<file path="src/rtl/movi.sv">
// MOVI execution FSM: latches a destination selector and a 6-bit immediate,
// drives the immediate onto the shared bus for one cycle with the decoded
// register load strobe, then reports done until released.
// Optional: define MOVI_SIGN_EXT_EN to sign-extend the immediate instead of
// zero-extending it.
//
// Handshake: start is a level held by the control unit. The request is taken
// on the edge where start=1 in IDLE. done stays high until start drops or
// donefetch is seen.
module movi #(
  parameter int DATA_W = 16,
  parameter int ARG_W  = 6
) (
  input  logic              clk,
  input  logic              rst,
  input  logic              donefetch,
  input  logic              start,
  output logic              done,
  output logic              Regiin,
  input  logic [ARG_W-1:0]  parameter1,
  input  logic [ARG_W-1:0]  parameter2,
  output logic              r0in,
  output logic              r1in,
  output logic              r2in,
  output logic              r3in,
  output logic              P0in,
  output logic              buffen,
  output logic [DATA_W-1:0] bufftobus,
  output logic [1:0]        dbg_state
);

  typedef enum logic [1:0] {
    IDLE = 2'd0,
    LOAD = 2'd1,
    DONE = 2'd2
  } state_e;

  state_e           state_q, state_d;
  logic [ARG_W-1:0] dst_q, dst_d;
  logic [ARG_W-1:0] imm_q, imm_d;
  logic [DATA_W-1:0] imm_ext;

  always_comb begin
    state_d = state_q;
    dst_d   = dst_q;
    imm_d   = imm_q;
    case (state_q)
      IDLE: begin
        if (start) begin
          dst_d   = parameter1;
          imm_d   = parameter2;
          state_d = LOAD;
        end
      end
      LOAD:    state_d = DONE;
      DONE:    if (!start || donefetch) state_d = IDLE;
      default: state_d = IDLE;
    endcase
  end

  always_ff @(posedge clk) begin
    if (!rst) begin
      state_q <= IDLE;
      dst_q   <= '0;
      imm_q   <= '0;
    end else begin
      state_q <= state_d;
      dst_q   <= dst_d;
      imm_q   <= imm_d;
    end
  end

`ifdef MOVI_SIGN_EXT_EN
  assign imm_ext = {{(DATA_W-ARG_W){imm_q[ARG_W-1]}}, imm_q};
`else
  assign imm_ext = {{(DATA_W-ARG_W){1'b0}}, imm_q};
`endif

  // Outputs are pure decodes of the registered state and operands.
  always_comb begin
    done      = 1'b0;
    Regiin    = 1'b0;
    r0in      = 1'b0;
    r1in      = 1'b0;
    r2in      = 1'b0;
    r3in      = 1'b0;
    P0in      = 1'b0;
    buffen    = 1'b0;
    bufftobus = '0;
    case (state_q)
      LOAD: begin
        buffen    = 1'b1;
        bufftobus = imm_ext;
        Regiin    = (dst_q <= ARG_W'(4));
        r0in      = (dst_q == ARG_W'(0));
        r1in      = (dst_q == ARG_W'(1));
        r2in      = (dst_q == ARG_W'(2));
        r3in      = (dst_q == ARG_W'(3));
        P0in      = (dst_q == ARG_W'(4));
      end
      DONE:    done = 1'b1;
      default: ;
    endcase
  end

  assign dbg_state = state_q;

endmodule

</file>
<file path="config.mk">
export PLATFORM = sky130hd
export DESIGN_NAME = movi
export DESIGN_NICKNAME = d
export VERILOG_FILES = /design/src/rtl/movi.sv
export SDC_FILE = /design/constraint.sdc
export NUM_CORES = 1
export LEC_CHECK = 0
export CAP_MARGIN = 25
export CORE_MARGIN = 10
export CORE_UTILIZATION = 40
export CTS_CLUSTER_SIZE = 16
export DETAILED_ROUTE_END_ITERATION = 8
export HOLD_SLACK_MARGIN = 0.03
export PLACE_DENSITY = 0.83
export RECOVER_POWER = 100
export SLEW_MARGIN = 20
export SYNTH_ARGS = -nofsm -noshare
export SYNTH_HDL_FRONTEND = slang
export SYNTH_SLANG_ARGS = --single-unit
</file>
<file path="constraint.sdc">
create_clock -name clk -period 4.35 [get_ports clk]
set_clock_uncertainty 0.15 [all_clocks]
set_input_delay 1.305 -clock clk [delete_from_list [all_inputs] [get_ports clk]]
set_output_delay 1.305 -clock clk [all_outputs]
set_load 0.005 [all_outputs]
</file>
==> results.toml <==
[run_status]
status = "finished, final reports clean"

[die]
start_util_pct = 43.3
die_x_um = 63.7
dieArea_um2 = 4060
io_pins = 42
placeableCoreArea_um2 = 1760
dieHeight_um = 63.7
rows = 15

[sta]
worstMarginPinSlew_ps = 799
finalCriticalPeriod_ps = 3600
finalSetupTns_ps = 0
hold_viol_final = 0
setup_viol = 0
slew_headroom_pct = 46.5
drv_slew = 0
max_freq_ghz = 0.277
fin_crit_sh_pct = 82.9
worst_slack_ps = 746
grt_setup_unrepaired = "no"

[clock_tree]
cts_resized = 0
cts_setup_buffers = 0
cts_hold_buf = 0
clock_latency_ps = 270
cts_tree = "done"
root_buffer = "clkbuf_4"
numCtsBuffers = 3
cts.sinks = 14
htreeDepth = 1
cts_buffer_depth = 2
clkTransAtPathRegs_ps = 80

[run]
maxCapViolCount = 0

[drt]
vias = 652
routedWlPerCell_um = 12.8
viasPerCell = 4.56
ant_nets = 0
post-route-drc-count = 0
drtIter0Drc = 6
dr.pass1.iters = 4
totalWireLength_um = 1830

[critical_path]
worst_ep_required_time_ps = 2890
cp-end-kind = "primary output"
r2r_cells = 3
crit_path_max_fanout = 6
cp.depth = 3
slowest_delay_ps = 620
setup.worst_path.class = "flop to primary output"
path_cells = "or4b_1 > nor4_1 > dlygate4sd3_1"
critical-path-top-delay-family = "simple AND/OR/NAND/NOR gates"
cp_data_arrival_time_ps = 2150
timing.critical_path.buf_inv = 1
critPathLaunchType = "flop"
critPathSlowestCell = "dlygate4sd3_1"

[synthesis]
ys_warn_count = 0
syn_avg_cell_area_um2 = 8.48
ys_ff_latch = 14
synth_cell_types = 19
synth_area_um2 = 763
postSynthCellCount = 90
yosysSeqAreaShare_pct = 36.7

[final_layout]
fillCellCount = 176
layout-drive-gt1-share_pct = 5.93
layout_commonest_cell = "nand2_1"
fin_nets = 136
multi_input_area_um2 = 417
area_delta_synth_final_pct = 40.0
antenna_cells = 0
layout_common_cells = "nand2_1, clkdlybuf4s50_1, dfxtp_1, dlygate4sd3_1, mux2i_1"
seq_area_um2 = 280

[placement]
dp_hpwl_um = 1500
place_congestion = 0.715
dp_slack_ps = 1030
io_buffers = 31

[grt]
grt_pass1_vias = 704
track_usage_pct = 9.41
grt.overflow.total = 0
antenna_found_initial = 0
grt_pass1_wl_um = 3110
grt_max_degree = 27

[power]
cellPowerDensity_nw_per_um2 = 252
p_total_uw = 269
vdd_drop_max_uv = 214
p_leak_nw = 0.471

[hold_path]
hold_path_depth = 2
hold_class = "flop to flop"
cell type report:
class / instances / area share (%)
Clock buffer: 3 / 2.11
Multi-Input combinational cell: 69 / 39.0
Sequential cell: 14 / 26.2
Tap cell: 25 / 2.93
Timing Repair Buffer: 32 / 29.7
worst register-to-register path, cell delays in order (launching register included):
cell     delay (ps)
dfxtp_1         360
nor3b_2         180
buf_4           260
mux2i_1         220
layer usage:
| layer | track usage, % | vias up | routed length (um) |
|---|---|---|---|
| li1 | - | 332 | - |
| met1 | 8.55 | 288 | 673 |
| met2 | 15.3 | 27 | 868 |
| met3 | 7.24 | 5 | 257 |
| met4 | 4.10 | 0 | 29 |
| met5 | 0 | - | 0 |
cell usage after synthesis:
cell type | number | area [um^2]
a211oi_1 | 1 | 7.51
and2_1 | 7 | 43.8
and2b_1 | 2 | 15.0
buf_2 | 1 | 5.00
buf_4 | 10 | 75.1
clkbuf_1 | 4 | 15.0
clkbuf_2 | 1 | 5.00
conb_1 | 1 | 3.75
dfxtp_1 | 14 | 280
mux2i_1 | 12 | 120
nand2_1 | 25 | 93.8
nand2b_1 | 2 | 12.5
nor3b_2 | 1 | 12.5
nor4_1 | 4 | 25.0
nor4b_2 | 1 | 15.0
nor4bb_1 | 1 | 10.0
o21a_1 | 1 | 7.51
or2_2 | 1 | 6.26
or4b_1 | 1 | 10.0
kinds of logic (layout without fill, tap and decap cells):
logic type,Yosys count,after routing,synth area share (%)
other,1,10,0.491
AND/OR/NAND/NOR,45,45,32.0
AO/OA/AOI/OAI,2,2,1.97
buffers and inverters,16,35,13.1
flip-flops,14,14,36.7
multiplexers,12,12,15.7
where the power goes:
| part | total (mW) | switching [mW] | internal, mW |
|---|---|---|---|
| Combinational | 0.0548 | 0.0229 | 0.0319 |
| Sequential | 0.144 | 0.00712 | 0.137 |
| Clock | 0.0700 | 0.0379 | 0.0321 |
registers in the layout, summed over array words and instances, names as in the netlist:
name,count
dst_q,6
dbg_state,2
imm_q,6
worst paths after layout:
kind | to | from | slack [ps]
setup / recovery | r1in | dbg_state[0] | 750
hold / removal | imm_q[5] | imm_q[5] | 310
setup reg to reg | dst_q[5] | dbg_state[0] | 3120
hold reg to reg | imm_q[5] | imm_q[5] | 310
through the flow:
| stage | instance area (um^2) | instances | util (%) | hold WS, ps |
|---|---|---|---|---|
| floorplan | 797 | 99 | - | 280 |
| global placement | 1050 | 140 | 59.3 | 288 |
| detailed placement | 1050 | 140 | 59.3 | 302 |
| CTS | 1070 | 143 | 60.6 | 313 |
| global route | 1070 | 143 | 60.6 | 336 |
| finish | 1070 | 143 | 60.6 | 307 |
Power figures use the tool's default switching activity.
